File: src/rtl/cmult_rr_arbiter_pkg.sv
// Shared types and helpers for the round-robin complex-multiplier arbiter.
package cmult_rr_arbiter_pkg;

    localparam int unsigned CMULT_MAX_REQ = 8;
    localparam int unsigned CMULT_IDX_W   = 3;

    typedef logic [CMULT_IDX_W-1:0] t_cmult_idx;

    typedef struct packed {
        logic       found;
        t_cmult_idx idx;
    } t_rr_pick;

    // First eligible index at or above ptr, wrapping modulo n_req.
    function automatic t_rr_pick f_rr_pick(
        input logic [CMULT_MAX_REQ-1:0] eligible,
        input t_cmult_idx               ptr,
        input int unsigned              n_req
    );
        t_rr_pick    pick;
        int unsigned pos;
        pick.found = 1'b0;
        pick.idx   = '0;
        for (int unsigned off = 0; off < CMULT_MAX_REQ; off++) begin
            pos = (32'(ptr) + off) % n_req;
            if ((off < n_req) && !pick.found && eligible[pos[CMULT_IDX_W-1:0]]) begin
                pick.found = 1'b1;
                pick.idx   = t_cmult_idx'(pos);
            end
        end
        return pick;
    endfunction

endpackage

File: src/rtl/cmult_rr_arbiter_pipe.sv
// Pipelined full-precision complex multiplier; the one-hot owner and tag
// travel with the data so the last stage is directly the result interface.
module cmult_rr_arbiter_pipe #(
    parameter int N_REQ  = 4,
    parameter int DATA_W = 16,
    parameter int LAT    = 3,
    parameter int TAG_W  = 3
) (
    input  logic                clk,
    input  logic                rst_n,
    input  logic [N_REQ-1:0]    in_hot,
    input  logic [TAG_W-1:0]    in_tag,
    input  logic [DATA_W-1:0]   in_ai,
    input  logic [DATA_W-1:0]   in_aq,
    input  logic [DATA_W-1:0]   in_bi,
    input  logic [DATA_W-1:0]   in_bq,
    input  logic                in_conj,
    output logic [N_REQ-1:0]    out_hot,
    output logic [TAG_W-1:0]    out_tag,
    output logic [2*DATA_W:0]   out_i,
    output logic [2*DATA_W:0]   out_q
);

    localparam int RES_W = 2*DATA_W+1;

    logic signed [RES_W-1:0] ai_s, aq_s, bi_s, bq_s;
    logic signed [RES_W-1:0] pii_s, pqq_s, pqi_s, piq_s;
    logic signed [RES_W-1:0] re_s, im_s;

    logic [N_REQ-1:0] hot_r [LAT];
    logic [TAG_W-1:0] tag_r [LAT];
    logic [RES_W-1:0] re_r  [LAT];
    logic [RES_W-1:0] im_r  [LAT];

    // Sign-extend to the result width so every product and sum is exact.
    always_comb begin
        ai_s  = {{(DATA_W+1){in_ai[DATA_W-1]}}, in_ai};
        aq_s  = {{(DATA_W+1){in_aq[DATA_W-1]}}, in_aq};
        bi_s  = {{(DATA_W+1){in_bi[DATA_W-1]}}, in_bi};
        bq_s  = {{(DATA_W+1){in_bq[DATA_W-1]}}, in_bq};
        pii_s = ai_s * bi_s;
        pqq_s = aq_s * bq_s;
        pqi_s = aq_s * bi_s;
        piq_s = ai_s * bq_s;
        if (in_conj) begin
            re_s = pii_s + pqq_s;
            im_s = pqi_s - piq_s;
        end else begin
            re_s = pii_s - pqq_s;
            im_s = pqi_s + piq_s;
        end
    end

    // Delay line: valids always advance, payload only loads behind a valid so
    // the output holds the last result between pulses.
    always_ff @(posedge clk or negedge rst_n) begin
        if (!rst_n) begin
            for (int k = 0; k < LAT; k++) begin
                hot_r[k] <= '0;
                tag_r[k] <= '0;
                re_r[k]  <= '0;
                im_r[k]  <= '0;
            end
        end else begin
            hot_r[0] <= in_hot;
            if (|in_hot) begin
                tag_r[0] <= in_tag;
                re_r[0]  <= re_s;
                im_r[0]  <= im_s;
            end
            for (int k = 1; k < LAT; k++) begin
                hot_r[k] <= hot_r[k-1];
                if (|hot_r[k-1]) begin
                    tag_r[k] <= tag_r[k-1];
                    re_r[k]  <= re_r[k-1];
                    im_r[k]  <= im_r[k-1];
                end
            end
        end
    end

    assign out_hot = hot_r[LAT-1];
    assign out_tag = tag_r[LAT-1];
    assign out_i   = re_r[LAT-1];
    assign out_q   = im_r[LAT-1];

endmodule

File: src/rtl/cmult_rr_arbiter.sv
// Round-robin arbiter sharing one pipelined complex multiplier between
// N_REQ requesters; results return tagged and one-hot MULT_LAT cycles later.
module cmult_rr_arbiter
    import cmult_rr_arbiter_pkg::*;
#(
    parameter int N_REQ    = 4,
    parameter int DATA_W   = 16,
    parameter int MULT_LAT = 3,
    parameter int TAG_W    = 3
) (
    input  logic                    iclk,
    input  logic                    iresetn,
    input  logic [N_REQ-1:0]        ivalid,
    input  logic [N_REQ*DATA_W-1:0] ia_i,
    input  logic [N_REQ*DATA_W-1:0] ia_q,
    input  logic [N_REQ*DATA_W-1:0] ib_i,
    input  logic [N_REQ*DATA_W-1:0] ib_q,
    input  logic [N_REQ-1:0]        iconj,
    input  logic [N_REQ-1:0]        iena,
    output logic [N_REQ-1:0]        ogrant,
    output logic [N_REQ-1:0]        ovalid,
    output logic [TAG_W-1:0]        otag,
    output logic [2*DATA_W:0]       oi,
    output logic [2*DATA_W:0]       oq,
    output logic [TAG_W:0]          oinflight
);

    logic [N_REQ-1:0]  eligible_s;
    logic [N_REQ-1:0]  grant_s;
    logic [TAG_W-1:0]  grant_tag_s;
    t_rr_pick          pick_s;
    t_cmult_idx        ptr_r;
    t_cmult_idx        ptr_next_s;
    logic [DATA_W-1:0] ai_s, aq_s, bi_s, bq_s;
    logic              conj_s;
    logic [TAG_W:0]    inflight_r;

    // Round-robin pick; grant is forced low while reset is asserted.
    always_comb begin
        eligible_s  = ivalid & iena;
        pick_s      = f_rr_pick(CMULT_MAX_REQ'(eligible_s), ptr_r, N_REQ);
        grant_s     = '0;
        grant_tag_s = '0;
        if (pick_s.found && iresetn) begin
            grant_s     = N_REQ'(1'b1) << pick_s.idx;
            grant_tag_s = TAG_W'(pick_s.idx);
        end else begin
            grant_s     = '0;
            grant_tag_s = '0;
        end
        if (pick_s.idx == t_cmult_idx'(N_REQ-1)) begin
            ptr_next_s = '0;
        end else begin
            ptr_next_s = pick_s.idx + t_cmult_idx'(1);
        end
    end

    // AND-OR operand mux driven by the one-hot grant.
    always_comb begin
        ai_s   = '0;
        aq_s   = '0;
        bi_s   = '0;
        bq_s   = '0;
        conj_s = 1'b0;
        for (int k = 0; k < N_REQ; k++) begin
            ai_s   = ai_s | (ia_i[k*DATA_W +: DATA_W] & {DATA_W{grant_s[k]}});
            aq_s   = aq_s | (ia_q[k*DATA_W +: DATA_W] & {DATA_W{grant_s[k]}});
            bi_s   = bi_s | (ib_i[k*DATA_W +: DATA_W] & {DATA_W{grant_s[k]}});
            bq_s   = bq_s | (ib_q[k*DATA_W +: DATA_W] & {DATA_W{grant_s[k]}});
            conj_s = conj_s | (iconj[k] & grant_s[k]);
        end
    end

    // Pointer moves just past the winner; idle cycles leave it alone.
    always_ff @(posedge iclk or negedge iresetn) begin
        if (!iresetn) begin
            ptr_r <= '0;
        end else if (pick_s.found) begin
            ptr_r <= ptr_next_s;
        end else begin
            ptr_r <= ptr_r;
        end
    end

    // In-flight count: a result stops counting once its ovalid cycle is over.
    always_ff @(posedge iclk or negedge iresetn) begin
        if (!iresetn) begin
            inflight_r <= '0;
        end else begin
            case ({|grant_s, |ovalid})
                2'b10:   inflight_r <= inflight_r + (TAG_W+1)'(1'b1);
                2'b01:   inflight_r <= inflight_r - (TAG_W+1)'(1'b1);
                default: inflight_r <= inflight_r;
            endcase
        end
    end

    cmult_rr_arbiter_pipe #(
        .N_REQ  (N_REQ),
        .DATA_W (DATA_W),
        .LAT    (MULT_LAT),
        .TAG_W  (TAG_W)
    ) u_pipe (
        .clk     (iclk),
        .rst_n   (iresetn),
        .in_hot  (grant_s),
        .in_tag  (grant_tag_s),
        .in_ai   (ai_s),
        .in_aq   (aq_s),
        .in_bi   (bi_s),
        .in_bq   (bq_s),
        .in_conj (conj_s),
        .out_hot (ovalid),
        .out_tag (otag),
        .out_i   (oi),
        .out_q   (oq)
    );

    assign ogrant    = grant_s;
    assign oinflight = inflight_r;

endmodule

File: config.mk
export PLATFORM = sky130hd
export DESIGN_NAME = cmult_rr_arbiter
export DESIGN_NICKNAME = d
export VERILOG_FILES = /design/src/rtl/cmult_rr_arbiter_pkg.sv /design/src/rtl/cmult_rr_arbiter_pipe.sv /design/src/rtl/cmult_rr_arbiter.sv
export SDC_FILE = /design/constraint.sdc
export NUM_CORES = 2
export LEC_CHECK = 0
export ABC_AREA = 1
export CORE_AREA = 2 2 307 309
export CTS_BUF_LIST = sky130_fd_sc_hd__clkbuf_8 sky130_fd_sc_hd__clkbuf_16
export DETAILED_ROUTE_END_ITERATION = 16
export DIE_AREA = 0 0 309 311
export PLACE_DENSITY = 0.91
export SLEW_MARGIN = 20
export SYNTH_ARGS = -nofsm -noshare
export SYNTH_HDL_FRONTEND = slang
export SYNTH_SLANG_ARGS = --single-unit
File: constraint.sdc
create_clock -name iclk -period 18.69 [get_ports iclk]
set_input_delay 3.738 -clock iclk [delete_from_list [all_inputs] [get_ports iclk]]
set_output_delay 3.738 -clock iclk [all_outputs]
set_load 0.02 [all_outputs]
* After elaboration in Yosys (flattened, before gate mapping)
Index checks and enable logic that the tools add are counted.
Cells by class: bitwise operators 36, equal/unequal tests 3, multiplexer cells 18, div/mod/pow operators 0, shift-type cells 1, reductions and logical operators 12, magnitude comparators 4, $add $sub $neg 10, $mul 4
Operators by type and width (count):
- bitwise AND 16 bit | 16
- bitwise OR 16 bit | 12
- multiplier 16 x 16 -> 32 bit | 4
- adder 33 bit | 2
- two-way mux 33 bit | 2
- subtractor 33 bit | 2
- two-way mux 4 bit | 5
- < comparator 2 x 4 -> 1 bit, second input constant | 4
- OR reduction 4 bit | 4
- binary-select mux 1 bit (select 2 bit) | 4
- one-hot mux 4 bit (2 select lines) | 1
- adder 2 x 1 -> 2 bit, second input constant | 2
- adder 2 bit, second input constant | 2
- adder 4 x 1 -> 4 bit, second input constant | 1
- bitwise AND 1 bit | 4
- bitwise AND 4 bit | 1
- logical AND 1 bit | 4
- two-way mux 1 bit | 4
- left shift 1 x 3 -> 4 bit, first input constant | 1
- subtractor 4 x 1 -> 4 bit, second input constant | 1
- == test 3 x 2 -> 1 bit, second input constant | 1
- logical NOT 1 bit | 3
- two-way mux 3 bit | 1
- bitwise OR 1 bit | 3
- 4 further kinds | 4
Storage, ports and cells: latch bits 0, logic and storage cells 102, memories kept 0, ROM bits 0, register bits 225, bits of input ports 270, output and inout port bits 81, RAM bits 0

* Depth between registers and ports, before layout
word-level depth 22, gate-level depth with buffers 70, mapped depth without buffers 67

* Modules after synthesis
Synthesis repeated with hierarchy kept, for this count alone.
Second synthesis, totals: cells, all modules 7754, area, all modules 59343.2 µm²
Modules (own cells, without submodules):
- cmult_rr_arbiter_pipe | area each 55271.8 µm², instances 1, seq. area each 5480.3 µm², cells each 6974
- cmult_rr_arbiter | area each 4071.4 µm², instances 1, seq. area each 150.1 µm², cells each 780

* Least setup slack after synthesis
OpenSTA, ideal clock, no wires.
kind input to register, start input ivalid[0], end register u_pipe.re_r[94] in the netlist's numbering, data required time 18556 ps, stages 52, buffers on the path 5, setup time 134 ps, data arrival time 12608 ps, path slack 5948 ps, path through nand2_1 > inv_1 > o21ai_0 > nand2_1 > o21ai_1 > o21bai_1 > xor2_1 > nand2_1 > inv_1 > ha_1 > inv_1 > nor2_8 > buf_6 > buf_6 > buf_2 > nand2_1 > nand4_1 > buf_4 > [... 16 more ...] > xor2_1 > nor2_1 > nand2_1 > nor2_1 > nand4_2 > xnor2_1 > a21oi_1 > ha_1 > nand2_1 > nor2_1 > nand4_1 > o21ai_0 > nand2_1 > o21ai_0 > nand2_1 > nand2_1 > xnor2_1 > o21ai_0
Between the ends: cells in the longest elaborated chain, start to end 22, elaborated cells on any way between the ends 63, those cells by class 2 x add/sub; 2 x mul; 1 x shift; 14 x mux; 36 x bitwise; 8 x reduce/logical
RTL lines:
- start, declared | line cmult_rr_arbiter.sv:13 | input logic [N_REQ-1:0] ivalid,
- bitwise AND 4 bit (*) | line cmult_rr_arbiter.sv:40 | eligible_s = ivalid & iena;
- binary-select mux 1 bit (select 2 bit) | line cmult_rr_arbiter_pkg.sv:26 | if ((off < n_req) && !pick.found && eligible[pos[CMULT_IDX_W-1:0]]) begin
- two-way mux 1 bit (not written as such) | line cmult_rr_arbiter_pkg.sv:26
- two-way mux 4 bit | line cmult_rr_arbiter_pkg.sv:26
- logical NOT 1 bit | line cmult_rr_arbiter_pkg.sv:26
- logical AND 1 bit | line cmult_rr_arbiter_pkg.sv:26
- two-way mux 4 bit | line cmult_rr_arbiter_pkg.sv:26
- logical NOT 1 bit | line cmult_rr_arbiter_pkg.sv:26
- [... 5 more ...]
- left shift 1 x 3 -> 4 bit or logical AND 1 bit (tied branches) | line cmult_rr_arbiter.sv:45, cmult_rr_arbiter.sv:44
- two-way mux 4 bit (*) | line cmult_rr_arbiter.sv:44 | if (pick_s.found && iresetn) begin
- net ogrant[1] | line cmult_rr_arbiter.sv:20 | output logic [N_REQ-1:0] ogrant,
- bitwise AND 16 bit (on tied branches)
- bitwise OR 16 bit (on tied branches) (3 in a row)
- multiplier 16 x 16 -> 32 bit (on tied branches) | line cmult_rr_arbiter_pipe.sv:41, cmult_rr_arbiter_pipe.sv:42
- subtractor 33 bit or adder 33 bit (tied branches) | line cmult_rr_arbiter_pipe.sv:49, cmult_rr_arbiter_pipe.sv:46
- two-way mux 33 bit | line cmult_rr_arbiter_pipe.sv:45 | if (in_conj) begin
- end signal, assigned by index | line cmult_rr_arbiter_pipe.sv:75 | re_r[k] <= re_r[k-1];
- end, declared | line cmult_rr_arbiter_pipe.sv:32 | logic [RES_W-1:0] re_r [LAT];
The timed path passes the listed nets; every way through them passes the cells marked *. The select of a mux whose other input is x is not followed. A chain may end at the register's enable or synchronous reset.

* Final worst setup path
start input ivalid[0], end register u_pipe.im_r[97] in the netlist's numbering
Between the ends: cells in the longest elaborated chain, start to end 22, elaborated cells on any way between the ends 63, those cells by class 2 x add/sub; 2 x mul; 1 x shift; 14 x mux; 36 x bitwise; 8 x reduce/logical
RTL lines:
- bitwise AND 4 bit (*) | line cmult_rr_arbiter.sv:40
- binary-select mux 1 bit (select 2 bit) | line cmult_rr_arbiter_pkg.sv:26
- two-way mux 1 bit (not written as such) | line cmult_rr_arbiter_pkg.sv:26
- two-way mux 4 bit | line cmult_rr_arbiter_pkg.sv:26
- logical NOT 1 bit | line cmult_rr_arbiter_pkg.sv:26
- logical AND 1 bit | line cmult_rr_arbiter_pkg.sv:26
- two-way mux 4 bit | line cmult_rr_arbiter_pkg.sv:26
- logical NOT 1 bit | line cmult_rr_arbiter_pkg.sv:26
- [... 4 more ...]
- two-way mux 4 bit (*) | line cmult_rr_arbiter_pkg.sv:26
- left shift 1 x 3 -> 4 bit or logical AND 1 bit (tied branches) | line cmult_rr_arbiter.sv:45, cmult_rr_arbiter.sv:44
- two-way mux 4 bit (*) | line cmult_rr_arbiter.sv:44
- bitwise AND 16 bit (on tied branches)
- bitwise OR 16 bit (on tied branches) (3 in a row)
- multiplier 16 x 16 -> 32 bit (on tied branches) | line cmult_rr_arbiter_pipe.sv:43, cmult_rr_arbiter_pipe.sv:44
- adder 33 bit or subtractor 33 bit (tied branches) | line cmult_rr_arbiter_pipe.sv:50, cmult_rr_arbiter_pipe.sv:47
- two-way mux 33 bit | line cmult_rr_arbiter_pipe.sv:45
- end signal, assigned by index | line cmult_rr_arbiter_pipe.sv:76 | im_r[k] <= im_r[k-1];
- end, declared | line cmult_rr_arbiter_pipe.sv:33 | logic [RES_W-1:0] im_r [LAT];
Mark *: on every way between the ends. The rest lies on a longest branch, timed or not. The select of a mux whose other input is x is not followed.

==> flow_summary.yaml <==
die:
  die_w_um: 309
  initial_utilization_pct: 60.4
  ios: 351
  fp.dieH_um: 311
  row_count: 112
  dieArea_um2: 96100
  core-area_um2: 92800
logic_synthesis:
  async_flop_share_pct: 100
  synth_top_family_by_area: "adder cells"
  syn-num-nets: 8796
  synth_xor_area_share_pct: 3.47
  synth_compound_area_share_pct: 7.06
  ys_seq_elements: 222
  yosys.area.top_type_share_pct: 37.6
  synth_seq_area_share_pct: 9.92
  yosysWarnings: 0
  synth.cell_area_um2: 56000
  synth-edff-count: 0
  synth_cell_type_count: 58
  synth-simple-area-share_pct: 18.9
  ys_top_cells_by_area: "fa_1, inv_1, dfrtp_1"
  syn_inst: 7072
  synth_commonest_cells: "inv_1, nand2_1, fa_1"
  synth_adder_area_share_pct: 46.6
  synth.most_common_cell: "inv_1"
  synth_top_cell_by_area: "fa_1"
  synth_flop_cell: "dfrtp_1"
  muxShareOfSynthArea_pct: 0.0402
  synth.avg_cell_area_um2: 7.92
clock_network:
  htree_num_levels: 1
  path_clk_slew_ns: 0.07
  cts_root_buf: "clkbuf_16"
  cts_tree: "done"
  post_cts_buffers: 0
  clockBufferDepth: 3
  clk_latency_ns: 0.52
  holdBufCountCts: 0
  cts_buffers: 18
  cts_resized: 0
  cts.sinks: 222
detailed_routing:
  dr_total_vias: 48400
  dr.first_iter.drc_count: 5172
  drcViolationCount: 0
  routedWlPerCell_um: 21.7
  drtAntennaViolNets: 0
  via_per_inst: 5.73
  firstDrtPassIters: 6
  wl_um: 184000
min_path:
  hp-start: "u_pipe.hot_r[6]$_DFF_PN0_"
  holdCritPathClass: "flop to flop"
layout:
  fillers: 7836
  seqCellArea_um2: 5560
  multiInputGateArea_um2: 42600
  area_growth_pct: 7.60
  nNetsFinal: 8905
  layout-drive-gt1-share_pct: 3.07
place:
  dp_slack_ns: 3.08
  gp_congestion: 1.08
  dp_hpwl_um: 149000
  numPortBuffers: 349
timing:
  hold-worst-slack_ns: 0.371
  setup_tns_ns: 0
  fmax_mhz: 64.1
  min_period_ns: 15.59
  max-slew-margin-rel_pct: 20.6
  hold_viol_final: 0
  min_period_over_period_pct: 83.4
  tightest_slew_ns: 1.19
  rsz0062_at_grt: "no"
  worst_slack_ns: 3.10
  setup_viol: 0
  skew_ns: 0.0345
  drv_slew: 0
job:
  drv_cap: 0
setup_path:
  endpoint_kind: "flop"
  critPathSlowestCell: "inv_2"
  rr_startpoint: "ptr_r[0]$_DFFE_PN0N_"
  crit_fanout: 58
  crit_arrival_ns: 16.00
  cp_data_required_time_ns: 19.10
  setup.worst_path.start_class: "primary input"
  crit_type: "primary input to flop"
  crit_path_frequent_cell: "nand2_1"
  critPathLaunch: "ivalid[0]"
  cpPeakStageDelay_ns: 0.77
run_status:
  status: "finished, final reports clean"
grt:
  gr-total-overflow: 0
  grt_max_degree: 114
  grt_use_total_pct: 38.9
  antenna_found_initial: 6
  grt_pass1_wl_um: 284000
  grt_pass1_vias: 50400
==> kinds of logic after synthesis <==
logic type | after synthesis
xor+xnor | 221
other cells | 1
fa+ha+maj | 1454
simple gates | 2565
buf+inv | 1920
flops | 222
compound gates | 687
mux | 2
==> layout by cell type, fill, tap and decap left out, types with 15 or more instances in the layout <==
master              n
a22o_1             76
nor2_2             17
dfrtp_1           222
o21ai_1            23
nand3_1           125
nor2_4             28
ha_1              403
nor2_1            799
clkbuf_16          19
a21boi_0           15
inv_2              50
xor2_1            127
o21ai_0           217
nand4_1            60
clkdlybuf4s50_1   348
inv_1            1564
a31oi_1            23
nor3_1             41
a21oi_1           275
xnor2_1            93
buf_4              44
nand2_1          1430
fa_1             1051
==> cell type report <==
class                   count  share of cell area (%)
repair buffers            395                    6.42
multi-input cells        4930                    70.7
flip-flops and latches    222                    9.22
well taps                1254                    2.60
clock inverters             7                   0.118
clock buffers              23                   0.880
inverters                1614                    10.1
diodes                      4                  0.0166
==> per-stage QoR <==
stage	util, %	cell area [µm²]	instances
after global placement	64.3	59700	8415
after CTS	65.0	60300	8445
after floorplan	-	56000	7072
final	65.0	60300	8449
after detailed placement	64.3	59700	8415
after global routing	65.0	60300	8445
==> critical path, delay by kind of cell <==
kind / cells / cell delay (ns)
adder cells (fa/ha/maj): 9 / 4.31
AO/OA/AOI/OAI: 8 / 1.93
AND/OR/NAND/NOR: 20 / 3.36
XOR/XNOR: 2 / 0.32
buffers and inverters: 10 / 2.22
==> path summary, 6_finish.rpt <==
kind                                                    end  slack, ns  depth (start not counted)
worst min register to register  u_pipe.out_hot[2]$_DFF_PN0_       0.37                          0
worst min-delay path            u_pipe.out_hot[2]$_DFF_PN0_       0.37                          0
worst max register to register  u_pipe.im_r[97]$_DFFE_PN0P_       6.24                         47
worst max-delay path            u_pipe.im_r[97]$_DFFE_PN0P_       3.10                         49
max in group asynchronous       u_pipe.re_r[67]$_DFFE_PN0P_      13.39                          3
min in group asynchronous       u_pipe.im_r[41]$_DFFE_PN0P_       3.28                          1
==> state kept, by name, summed over array words and instances, names as in the netlist <==
signal          flops
u_pipe.out_q       33
u_pipe.tag_r        4
u_pipe.im_r        66
u_pipe.out_tag      2
u_pipe.out_hot      4
oinflight           4
u_pipe.hot_r        8
u_pipe.re_r        66
ptr_r               2
u_pipe.out_i       33
==> routing by layer <==
layer / track usage, % / vias to the layer above / part of all wire (%)
li1: - / 21200 / -
met1: 49.1 / 23400 / 37
met2: 57.7 / 2931 / 43
met3: 12.1 / 789 / 12
met4: 25.5 / 8 / 8.3
met5: 0 / - / 0.028
Power is left out: the tool's default activity adds up to more than one toggle a clock period on the data nets, which glitch-free logic cannot reach.
